===== src/rtl/oob_link_supervisor.sv =====
// rtl/oob_link_supervisor.sv - SATA OOB bring-up supervisor: retries with exponential backoff, speed fallback, link-loss tracking
module oob_link_supervisor #(
    parameter int NUM_GEN      = 3,
    parameter int MAX_RETRY    = 4,
    parameter int BACKOFF_BASE = 256,
    parameter int CNT_W        = 16,
    parameter int ERR_W        = 8,
    localparam int GEN_W = (NUM_GEN > 1) ? $clog2(NUM_GEN) : 1,
    localparam int RTY_W = $clog2(MAX_RETRY + 1)
) (
    input  logic             clk,
    input  logic             rst_n,
    input  logic             gtx_ready,
    input  logic             set_offline,
    input  logic             comreset_send,
    input  logic             oob_busy,
    input  logic             link_up,
    input  logic             link_down,
    input  logic             oob_error,
    input  logic             oob_silence,
    input  logic             cominit_req,
    input  logic             rxbyteisaligned,
    input  logic             rate_ack,
    output logic             oob_start,
    output logic             cominit_allow,
    output logic             force_txelecidle,
    output logic             phy_ready,
    output logic [GEN_W-1:0] rate_req,
    output logic             rate_change,
    output logic [GEN_W-1:0] link_gen,
    output logic [RTY_W-1:0] retry_cnt,
    output logic [ERR_W-1:0] link_loss_cnt,
    output logic             link_fail,
    output logic [2:0]       state_dbg
);

    typedef enum logic [2:0] {
        S_IDLE    = 3'd0,
        S_START   = 3'd1,
        S_WAIT    = 3'd2,
        S_UP      = 3'd3,
        S_BACKOFF = 3'd4,
        S_RATE    = 3'd5,
        S_OFFLINE = 3'd6,
        S_FAIL    = 3'd7
    } state_t;

    localparam int               BW       = CNT_W + 32;
    localparam logic [GEN_W-1:0] GEN_TOP  = GEN_W'(NUM_GEN - 1);
    localparam logic [RTY_W-1:0] RTY_MAX  = RTY_W'(MAX_RETRY);
    localparam logic [CNT_W-1:0] BO_MAX   = '1;
    localparam logic [ERR_W-1:0] LOSS_MAX = '1;

    state_t           state_q, state_d;
    logic [GEN_W-1:0] link_gen_q, link_gen_d;
    logic [GEN_W-1:0] rate_req_q, rate_req_d;
    logic [RTY_W-1:0] retry_q, retry_d;
    logic [ERR_W-1:0] loss_q, loss_d;
    logic [CNT_W-1:0] bo_cnt_q, bo_cnt_d;
    logic             oob_start_q, oob_start_d;
    logic             rate_change_q, rate_change_d;
    logic             txidle_q, txidle_d;
    logic             fail_q, fail_d;

    logic [RTY_W-1:0] retry_inc;
    logic [BW-1:0]    bo_wide;
    logic [CNT_W-1:0] bo_len;

    // Backoff for the failure being counted now: base << (new retry count - 1), i.e. shifted by the old count.
    always_comb begin
        retry_inc = retry_q + RTY_W'(1);
        bo_wide   = BW'(BACKOFF_BASE) << retry_q;
        if (int'(retry_q) >= CNT_W || bo_wide > BW'(BO_MAX)) begin
            bo_len = BO_MAX;
        end else begin
            bo_len = bo_wide[CNT_W-1:0];
        end
    end

    always_comb begin
        state_d    = state_q;
        link_gen_d = link_gen_q;
        rate_req_d = rate_req_q;
        retry_d    = retry_q;
        loss_d     = loss_q;
        bo_cnt_d   = bo_cnt_q;

        // A rate change in flight must complete, so RATE ignores every global control.
        if (state_q != S_RATE && comreset_send) begin
            retry_d = '0;
            if (link_gen_q != GEN_TOP) begin
                state_d    = S_RATE;
                rate_req_d = GEN_TOP;
            end else begin
                state_d = S_IDLE;
            end
        end else if (state_q != S_RATE && set_offline) begin
            state_d = S_OFFLINE;
        end else if (!gtx_ready && !(state_q inside {S_OFFLINE, S_FAIL, S_RATE})) begin
            state_d = S_IDLE;
        end else begin
            case (state_q)
                S_IDLE: if (!oob_busy) state_d = S_START;
                S_START: state_d = S_WAIT;
                S_WAIT: begin
                    if (link_up) begin
                        state_d = S_UP;
                        retry_d = '0;
                    end else if (oob_error || oob_silence) begin
                        retry_d = retry_inc;
                        if (retry_inc < RTY_MAX) begin
                            state_d  = S_BACKOFF;
                            bo_cnt_d = bo_len;
                        end else if (link_gen_q != '0) begin
                            state_d    = S_RATE;
                            rate_req_d = link_gen_q - GEN_W'(1);
                        end else begin
                            state_d = S_FAIL;
                        end
                    end
                end
                S_BACKOFF: begin
                    if (bo_cnt_q == '0) state_d = S_START;
                    else                bo_cnt_d = bo_cnt_q - CNT_W'(1);
                end
                S_RATE: begin
                    if (rate_ack) begin
                        link_gen_d = rate_req_q;
                        retry_d    = '0;
                        state_d    = S_IDLE;
                    end
                end
                S_UP: begin
                    if (link_down) begin
                        if (loss_q != LOSS_MAX) loss_d = loss_q + ERR_W'(1);
                        retry_d = '0;
                        state_d = S_START;
                    end else if (cominit_req) begin
                        state_d = S_WAIT;
                    end
                end
                default: ;
            endcase
        end

        oob_start_d   = (state_d == S_START);
        txidle_d      = (state_d == S_OFFLINE);
        fail_d        = (state_d == S_FAIL);
        rate_change_d = (state_d == S_RATE) && (state_q != S_RATE);
    end

    always_ff @(posedge clk or negedge rst_n) begin
        if (!rst_n) begin
            state_q       <= S_IDLE;
            link_gen_q    <= GEN_TOP;
            rate_req_q    <= GEN_TOP;
            retry_q       <= '0;
            loss_q        <= '0;
            bo_cnt_q      <= '0;
            oob_start_q   <= 1'b0;
            rate_change_q <= 1'b0;
            txidle_q      <= 1'b0;
            fail_q        <= 1'b0;
        end else begin
            state_q       <= state_d;
            link_gen_q    <= link_gen_d;
            rate_req_q    <= rate_req_d;
            retry_q       <= retry_d;
            loss_q        <= loss_d;
            bo_cnt_q      <= bo_cnt_d;
            oob_start_q   <= oob_start_d;
            rate_change_q <= rate_change_d;
            txidle_q      <= txidle_d;
            fail_q        <= fail_d;
        end
    end

    assign oob_start        = oob_start_q;
    assign rate_change      = rate_change_q;
    assign force_txelecidle = txidle_q;
    assign link_fail        = fail_q;
    assign rate_req         = rate_req_q;
    assign link_gen         = link_gen_q;
    assign retry_cnt        = retry_q;
    assign link_loss_cnt    = loss_q;
    assign state_dbg        = state_q;
    assign phy_ready        = (state_q == S_UP) && gtx_ready && rxbyteisaligned;
    assign cominit_allow    = cominit_req && (state_q == S_UP);

endmodule


===== config.mk =====
export PLATFORM = sky130hd
export DESIGN_NAME = oob_link_supervisor
export DESIGN_NICKNAME = d
export VERILOG_FILES = /design/src/rtl/oob_link_supervisor.sv
export SDC_FILE = /design/constraint.sdc
export NUM_CORES = 1
export LEC_CHECK = 0
export ABC_CLOCK_PERIOD_IN_PS = 5400
export CAP_MARGIN = 25
export CORE_MARGIN = 5
export CORE_UTILIZATION = 60
export CTS_BUF_LIST = sky130_fd_sc_hd__clkbuf_4 sky130_fd_sc_hd__clkbuf_8
export CTS_CLUSTER_DIAMETER = 200
export DETAILED_ROUTE_END_ITERATION = 6
export PLACE_DENSITY = 0.95
export SYNTH_ARGS = -nofsm -noshare
export SYNTH_HDL_FRONTEND = slang
export SYNTH_SLANG_ARGS = --single-unit
export TNS_END_PERCENT = 1

===== constraint.sdc =====
create_clock -name clk -period 5.4 [get_ports clk]
set_input_delay 0.81 -clock clk [delete_from_list [all_inputs] [get_ports clk]]
set_output_delay 0.81 -clock clk [all_outputs]
set_load 0.05 [all_outputs]

==> results of run 1 <==
[state kept, by name, indices dropped and copies added (netlist names), 2 cells and up]
signal	flops
state_dbg	3
retry_cnt	3
rate_req	2
link_gen	2
bo_cnt_q	16
link_loss_cnt	8
[how the worst min path moves through the flow]
stage               cells after the start             start                to
finish                                  1  link_loss_cnt[7]  link_loss_cnt[7]
floorplan                               2       bo_cnt_q[1]       bo_cnt_q[1]
global route                            1  link_loss_cnt[7]  link_loss_cnt[7]
CTS                                     1  link_loss_cnt[7]  link_loss_cnt[7]
detailed placement                      1  link_loss_cnt[7]  link_loss_cnt[7]
global placement                        2       link_gen[1]       link_gen[1]
[cell usage after synthesis, types with 6 or more instances]
| cell type | n |
|---|---|
| and3_1 | 7 |
| nand3_1 | 10 |
| ha_1 | 11 |
| a31oi_1 | 6 |
| nor2_1 | 28 |
| o21ai_0 | 17 |
| a21oi_1 | 9 |
| dfrtp_1 | 36 |
| inv_1 | 13 |
| o21ai_1 | 6 |
| xor2_1 | 9 |
| nand2_1 | 17 |
[power by group through the flow]
stage                     clock network (mW)  logic [mW]  registers (mW)
final                                  0.208       0.793           0.511
after global routing                   0.230       0.872           0.528
after CTS                              0.208       0.794           0.509
after detailed placement                   0       0.784           0.513
after global placement                     0       0.767           0.508
after floorplan                            0       0.465           0.632
[cell type report]
class	count	area [um^2]
Multi-Input combinational cell	198	1330
Fill cell	307	1070
Sequential cell	38	953
Timing Repair Buffer	36	355
Clock buffer	7	90.1
Tap cell	50	62.6
Inverter	13	48.8
Clock inverter	1	5.00
[logic make-up after synthesis]
| family | share of synthesized area (%) |
|---|---|
| AOI/OAI and AO/OA | 19.3 |
| xor gates and xnor gates | 4.77 |
| adders and majority gates | 5.77 |
| buffers and inverters | 4.41 |
| DFF | 40.0 |
| muxes | 0.944 |
| and+or+nand+nor | 24.8 |
[cell usage in the layout, fill, tap and decap left out, types with 6 or more instances in the layout]
cell type and n:
nand2_1 17, a21oi_1 9, clkbuf_8 6, nor2_1 28, inv_1 13, clkdlybuf4s50_1 35, xor2_1 9, nand3_1 10
ha_1 11, a31oi_1 6, and3_1 7, o21ai_0 17, dfrtp_1 36, o21ai_1 6
[per-stage QoR]
stage / setup slack (ns) / hold WS [ns] / std cells / util (%) / power (mW)
2_1_floorplan: 3.02 / 0.469 / 258 / - / 1.10
3_3_place_gp: 2.21 / 0.487 / 335 / 70.2 / 1.28
3_5_place_dp: 2.18 / 0.501 / 335 / 70.2 / 1.30
4_1_cts: 2.18 / 0.510 / 343 / 72.6 / 1.51
5_1_grt: 2.10 / 0.549 / 343 / 72.6 / 1.63
6_report: 2.17 / 0.509 / 343 / 72.6 / 1.51
[per-layer routing]
layer	up-vias	routed length (um)	track usage, %
met2	88	2750	38.2
met3	13	387	5.79
met5	-	0	0
met1	1021	2180	28.3
li1	1005	-	-
met4	0	118	8.81
==> out/qor.csv, run 1 <==
metric,value,unit
run status,finished clean,
worst flop-to-flop path startpoint,retry_cnt[0],
gr ovfl total,0,
sequential power share,33.8,%
Yosys reg bits,38,
routed len/inst,15.8,um
setup TNS,0,ns
Crit path top cell by count,clkdlybuf4s50_1,
Setup Crit Path Kind,in -> out,
starting density of the core,60.9,%
first-pass GRT wire length,9.60,mm
syn_area_per_cell,9.24,um^2
Final period util,59.9,%
antenna-violating nets left,0,
Post-CTS Setup Bufs,0,
CP bufs+invs,2,
largest net degree at the start of global routing,39,
vias in the first global route,2134,
core area,3910,um^2
final instance area,2840,um^2
cell taking the most area after synthesis,dfrtp_1,
max-slew violation total from the final report,0,
Die Wd,73.0,um
layout cells sized above 1,10.9,%
Placer Congestion,0.916,
Max-Cap Viols,0,
Initial DRT Pass Iterations,7,
switch share,47.8,%
DP HPWL,3.91,mm
Worst R2R End,rate_req[0],
CP startpoint,gtx_ready,
# nets final,316,
Synth-to-Final Area Change,19.2,%
Vias per Instance,6.20,
worst hold-check path type,reg -> reg,
Synth Instances,258,
endpoints failing setup,0,
overall routing resource usage,22.9,%
crit start category,primary input,
ys async rst share,100,%
"Distinct cells, synth",61,
top post-synthesis cells by area,"dfrtp_1, ha_1, nor2_1",
worst slew pin tran,0.847,ns
Post-Syn Area,2380,um^2
TritonCTS Sinks,38,
Rel. slew slack,43.6,%
Synthesized Nets,282,
PostCTS Resize Cnt,0,
part of the power in combinational logic,52.4,%
Worst EP arrival,2.42,ns
# hold bufs at CTS,0,
RSZ-0062 raised after global routing,no,
initial DRC count,198,
CP Capture Point,phy_ready,
routed wire length,5.44,mm
Reg2Reg Depth,7,
antenna cells,0,
Port Buf Inserts,36,
largest stage delay on the critical path,0.82,ns
CTS root buffer,clkbuf_8,
Crit. End Element,primary output,
CP Data Required Time,4.59,ns
Yosys top cell area share,37.8,%
critical path cell sequence,clkdlybuf4s50_1 -> and4_1 -> clkdlybuf4s50_1,
dominant synthesized flop cell,dfrtp_1,
DP Area,2750,um^2
peak supply drop,0.000360,V
leakage,1.23,nW
post-synthesis sequential area ratio,40.0,%
Tmin final,3.23,ns
CTS tree,yes,
R2R Setup Slk,3.15,ns
I/O pins,37,
CP top delay family,buffers and inverters,
fmax,309,MHz
Net Sw Power,724,uW
Slowest cell on crit path,clkdlybuf4s50_1,
CP Max Fanout,5,
Clock Tree Buf Depth,2,
Die ar.,5340,um^2
Via Count,2127,
initial antenna violation count,0,
P_int,789,uW
endpoints failing hold,0,
FP Rows,23,
total CTS buffers,5,
critical path depth,3,
clk_lat worst skew,0.29,ns
Synth warnings,0,
"EDFF count, synth",0,
Vert. Die Dim,73.0,um
DRC viols,0,
power density cells,532,nW/um^2
Clock Pin Slew Worst Setup and Hold Paths,0.07,ns
clock power share,13.8,%
clk_skew,0.00807,ns
H-tree depth,2,
No activity file was read; power rests on OpenSTA's default activity.
==> run 2: changes to the inputs <==
--- a/config.mk
+++ b/config.mk
@@ -5,14 +5,14 @@
 export SDC_FILE = /design/constraint.sdc
 export NUM_CORES = 1
 export LEC_CHECK = 0
-export ABC_CLOCK_PERIOD_IN_PS = 5400
+export ABC_CLOCK_PERIOD_IN_PS = 2880
 export CAP_MARGIN = 25
 export CORE_MARGIN = 5
-export CORE_UTILIZATION = 60
+export CORE_UTILIZATION = 50
 export CTS_BUF_LIST = sky130_fd_sc_hd__clkbuf_4 sky130_fd_sc_hd__clkbuf_8
 export CTS_CLUSTER_DIAMETER = 200
 export DETAILED_ROUTE_END_ITERATION = 6
-export PLACE_DENSITY = 0.95
+export PLACE_DENSITY = 0.88
 export SYNTH_ARGS = -nofsm -noshare
 export SYNTH_HDL_FRONTEND = slang
 export SYNTH_SLANG_ARGS = --single-unit
==> constraint.sdc (replaced) <==
create_clock -name clk -period 2.88 [get_ports clk]
set_input_delay 0.432 -clock clk [delete_from_list [all_inputs] [get_ports clk]]
set_output_delay 0.432 -clock clk [all_outputs]
set_load 0.05 [all_outputs]
==> out/qor.csv, run 2 (synthesized netlist as in run 1, its figures left out) <==
metric,value,unit,change
H-tree depth,2,,unchanged
initial antenna violation count,0,,unchanged
endpoints failing setup,0,,unchanged
clk_lat worst skew,0.29,ns,about the same
CTS tree,yes,,
Layout Cells excl Fill,348,,+1.5%
Tmin final,2.57,ns,
DP HPWL,4.08,mm,+4.2%
routed len/inst,16.0,um,+0.72%
starting density of the core,50.8,%,-10 points
TritonCTS Sinks,38,,unchanged
routed wire length,5.55,mm,+2.2%
peak supply drop,0.000653,V,+81%
# nets final,317,,+0.32%
Worst EP arrival,2.14,ns,-0.28 ns
Port Buf Inserts,36,,unchanged
CP startpoint,state_dbg[1],,
Initial DRT Pass Iterations,5,,-2
DP Area,2760,um^2,+0.46%
largest stage delay on the critical path,0.81,ns,about the same
Max-Cap Viols,0,,unchanged
Via Count,2058,,-3.2%
critical path cell sequence,nor2b_1 -> and4_1 -> clkdlybuf4s50_1,,
CTS root buffer,clkbuf_8,,
Pwr Total,2.87,mW,+90%
fmax,389,MHz,
I/O pins,37,,unchanged
first-pass GRT wire length,9.34,mm,-2.7%
Synth-to-Final Area Change,19.7,%,
RSZ-0062 raised after global routing,no,,
area of the multi-input gates,1330,um^2,unchanged
FP Rows,25,,+8.7%
power density cells,1010,nW/um^2,+89%
final instance area,2850,um^2,+0.44%
Final period util,89.2,%,
Slowest cell on crit path,clkdlybuf4s50_1,,
leakage,1.23,nW,+0.43%
register area,953,um^2,unchanged
# hold bufs at CTS,0,,unchanged
DRC viols,0,,unchanged
run status,finished clean,,
Final Util,60.8,%,-12 points
Die Wd,79.1,um,+8.2%
PostCTS Resize Cnt,0,,unchanged
clk_skew,0.00693,ns,-0.00115 ns
Setup Crit Path Kind,reg -> out,,
crit start category,flop,,
Post-CTS Setup Bufs,0,,unchanged
dpl cells,340,,+1.5%
worst flop-to-flop path startpoint,retry_cnt[0],,
max-slew violation total from the final report,0,,unchanged
CP Data Required Time,2.45,ns,-2.14 ns
Die ar.,6250,um^2,+17%
setup TNS,0,ns,unchanged
flip-flop count of the largest register after layout,16,,unchanged
Rel. slew slack,44.5,%,+0.97 points
Clock Tree Buf Depth,2,,unchanged
core area,4690,um^2,+20%
overall routing resource usage,18.6,%,-4.2 points
largest net degree at the start of global routing,39,,unchanged
vias in the first global route,2000,,-6.3%
endpoints failing hold,0,,unchanged
initial DRC count,176,,-11%
Crit. End Element,primary output,,
Top reg by flops,bo_cnt_q,,
layout cells sized above 1,11.2,%,+0.30 points
total CTS buffers,5,,unchanged
Vias per Instance,5.91,,-4.6%
Clock Pin Slew Worst Setup and Hold Paths,0.08,ns,about the same
worst hold-check path type,in -> async,,
antenna-violating nets left,0,,unchanged
gr ovfl total,0,,unchanged
antenna cells,0,,unchanged
most frequent cells in the layout,"dfrtp_1, clkdlybuf4s50_1, nor2_1",,
Vert. Die Dim,79.1,um,+8.2%
"commonest non-fill, non-tap cell in the layout",dfrtp_1,,
FILL cells,395,,+29%
CP Max Fanout,14,,+9
worst slew pin tran,0.832,ns,-0.0146 ns
Placer Congestion,0.894,,-2.5%
run 2: stage by stage:
step                setup WS [ns]  hold WS, ns
floorplan                   0.517        0.136
global placement            0.457        0.490
detailed placement          0.394        0.497
CTS                         0.308        0.286
global route                0.172        0.315
finish                      0.310        0.237
run 2: power by group:
group / switching, mW / internal, mW
registers: 0.246 / 0.722
clock network: 0.195 / 0.203
logic: 0.943 / 0.562
run 2: area by class of cell:
class | count | area share [%]
Clock inverter | 1 | 0.175
Clock buffer | 7 | 3.16
Timing Repair Buffer | 37 | 12.7
Sequential cell | 38 | 33.4
Tap cell | 54 | 2.37
Inverter | 13 | 1.71
Multi-Input combinational cell | 198 | 46.5
run 2: worst max-delay path, delay by kind of cell (launching register included):
family / cells / cell delay (ns)
buffers and inverters: 1 / 0.81
flip-flops: 1 / 0.57
AND/OR/NAND/NOR: 2 / 0.47
run 2: worst paths after layout:
kind,slack (ns),endpoint,cells past startpoint
setup / recovery,0.31,phy_ready,3
hold reg to reg,0.51,link_loss_cnt[7],1
setup reg to reg,0.64,rate_req[0],7
hold / removal,0.24,bo_cnt_q[5],1
max in group asynchronous,2.12,link_gen[0],1
min in group clk,0.51,link_loss_cnt[7],1
run 2: layer usage:
metal  share of wire, %  wire (um)  GRT usage (%)  up-vias
met3                5.3        293           4.99        8
met4               0.99         55           5.33        0
li1                   -          -              -     1010
met2                 51       2820           32.5       54
met1                 43       2380           22.6      986
met5                  0          0              0        -
==> run 3: changes to the inputs <==
--- a/config.mk
+++ b/config.mk
@@ -5,14 +5,15 @@
 export SDC_FILE = /design/constraint.sdc
 export NUM_CORES = 1
 export LEC_CHECK = 0
+export ABC_AREA = 1
 export ABC_CLOCK_PERIOD_IN_PS = 2880
 export CAP_MARGIN = 25
 export CORE_MARGIN = 5
-export CORE_UTILIZATION = 50
+export CORE_UTILIZATION = 51
 export CTS_BUF_LIST = sky130_fd_sc_hd__clkbuf_4 sky130_fd_sc_hd__clkbuf_8
 export CTS_CLUSTER_DIAMETER = 200
 export DETAILED_ROUTE_END_ITERATION = 6
-export PLACE_DENSITY = 0.88
+export PLACE_DENSITY = 0.89
 export SYNTH_ARGS = -nofsm -noshare
 export SYNTH_HDL_FRONTEND = slang
 export SYNTH_SLANG_ARGS = --single-unit
==> out/qor.csv, run 3 <==
metric,value,unit,change
run status,finished clean,,
gr ovfl total,0,,unchanged
Synthesized Nets,377,,+34%
top post-synthesis cells by area,"dfrtp_1, nand2_1, nand3_1",,
I/O pins,37,,unchanged
Synth-to-Final Area Change,19.0,%,
Vias per Instance,5.19,,-12%
CTS root buffer,clkbuf_8,,
vias in the first global route,2441,,+22%
leakage,1.52,nW,+23%
# hold bufs at CTS,0,,unchanged
peak supply drop,0.000775,V,+19%
setup TNS,0,ns,unchanged
Die ar.,6460,um^2,+3.3%
Port Buf Inserts,36,,unchanged
power density cells,1140,nW/um^2,+13%
initial DRC count,87,,-51%
FP Rows,25,,unchanged
"commonest non-fill, non-tap cell in the layout",nand2_1,,
cell with the most instances after synthesis,nand2_1,,
worst slew pin tran,0.863,ns,+0.0308 ns
Top reg by flops,bo_cnt_q,,
DRC viols,0,,unchanged
most frequent cells in the layout,"nand2_1, inv_1, nor2_1",,
layout cells sized above 1,6.92,%,-4.3 points
Initial DRT Pass Iterations,4,,-1
Final period util,94.7,%,+5.4 points
Post-CTS Setup Bufs,0,,unchanged
antenna-violating nets left,0,,unchanged
first-pass GRT wire length,10.3,mm,+10%
max-slew violation total from the final report,0,,unchanged
Clock Pin Slew Worst Setup and Hold Paths,0.08,ns,about the same
CTS tree,yes,,
Die Wd,80.3,um,+1.6%
Synth warnings,0,,unchanged
"EDFF count, synth",0,,unchanged
largest net degree at the start of global routing,39,,unchanged
fmax,367,MHz,-5.7%
CP Max Fanout,9,,-5
cell taking the most area after synthesis,dfrtp_1,,
starting density of the core,53.1,%,+2.3 points
clk_skew,0.0109,ns,+0.00397 ns
total CTS buffers,5,,unchanged
CP Data Required Time,2.45,ns,about the same
"Distinct cells, synth",37,,-39%
Vert. Die Dim,80.3,um,+1.6%
core area,4750,um^2,+1.3%
TritonCTS Sinks,38,,unchanged
Yosys reg bits,38,,unchanged
flip-flop count of the largest register after layout,16,,unchanged
antenna cells,0,,unchanged
Max-Cap Viols,0,,unchanged
crit start category,flop,,
Setup Crit Path Kind,reg -> out,,
Synth Instances,353,,+37%
endpoints failing setup,0,,unchanged
initial antenna violation count,0,,unchanged
Tmin final,2.73,ns,+0.156 ns
overall routing resource usage,20.0,%,+1.3 points
most common library cells after synthesis,"nand2_1, inv_1, nor2_1",,
# nets final,413,,+30%
Worst EP arrival,2.29,ns,+0.15 ns
endpoints failing hold,0,,unchanged
DP HPWL,4.40,mm,+8.0%
worst hold-check path type,in -> async,,
Yosys top cell area share,35.7,%,-2.1 points
post-synthesis sequential area ratio,37.8,%,-2.2 points
syn_area_per_cell,7.15,um^2,-23%
dominant synthesized flop cell,dfrtp_1,,
Placer Congestion,0.842,,-5.7%
Clock Tree Buf Depth,2,,unchanged
routed len/inst,12.8,um,-20%
RSZ-0062 raised after global routing,no,,
Via Count,2374,,+15%
H-tree depth,2,,unchanged
Post-Syn Area,2520,um^2,+5.8%
ys async rst share,100,%,unchanged
routed wire length,5.84,mm,+5.1%
clk_lat worst skew,0.29,ns,about the same
Crit. End Element,primary output,,
worst hold margin,0.245,ns,+0.00758 ns
Rel. slew slack,42.5,%,-2.1 points
[run 3: cell count changes after synthesis, sizes merged, moves of 5 or more]
cell	before	now
a31oi	6	1
nor2	30	44
inv	13	44
nand2	19	103
nor3	3	12
and3	9	1
nand3	10	35
[run 3: cell families after synthesis]
group	after synthesis	share of synthesized area (%)
AND/OR/NAND/NOR	200	34.3
buffers and inverters	53	9.27
AO/OA/AOI/OAI	39	9.02
flip-flops	38	37.8
XOR/XNOR	12	4.16
adder cells (fa/ha/maj)	11	5.45
[run 3: final cells by class]
type,count,area [um^2]
Fill cell,415,1750
Multi-Input combinational cell,262,1340
Sequential cell,38,953
Timing Repair Buffer,37,365
Inverter,45,169
Clock buffer,7,90.1
Tap cell,67,83.8
Clock inverter,1,5.00
[run 3: metrics by stage]
step	setup slack (ns)	cell area (um^2)	power, mW	cells	util, %
2_1_floorplan	0.582	2520	2.48	353	-
3_3_place_gp	0.557	2910	2.95	449	61.1
3_5_place_dp	0.493	2910	3.00	449	61.1
4_1_cts	0.170	3000	3.40	457	63.1
5_1_grt	0.0370	3000	3.69	457	63.2
6_report	0.154	3000	3.41	457	63.2
[run 3: repair_timing]
action                                  CTS  global route
gates resized for setup                   0             1
endpoints found under the setup margin    0             1
endpoints found under the hold margin     0             0
[run 3: layer usage]
metal  GRT usage, %  share of wire (%)  wire length [um]
met1           24.7                 44              2590
met2           33.9                 47              2760
met3           4.48                6.2               361
met4           7.43                2.3               133
met5              0                  0                 0
[run 3: power by group]
part	switching, mW	internal, mW
Sequential	0.212	0.734
Clock	0.189	0.203
Combinational	1.40	0.668
[run 3: path summary, 6_finish.rpt]
path                                   start           end  slack, ns  depth (start not counted)
worst max-delay path            state_dbg[0]     phy_ready       0.15                          4
worst min-delay path                   rst_n   bo_cnt_q[5]       0.24                          1
worst max register to register  retry_cnt[0]   bo_cnt_q[7]       0.55                         12
worst min register to register  bo_cnt_q[14]  bo_cnt_q[14]       0.50                          2
max in group asynchronous              rst_n   link_gen[0]       2.08                          1
min in group clk                bo_cnt_q[14]  bo_cnt_q[14]       0.50                          2
[run 3: worst max-delay path, cell delays in order (launching register included)]
cell,delay [ns]
dfrtp_1,0.57
nand2_1,0.13
nor2_1,0.28
and3_1,0.22
clkdlybuf4s50_1,0.80
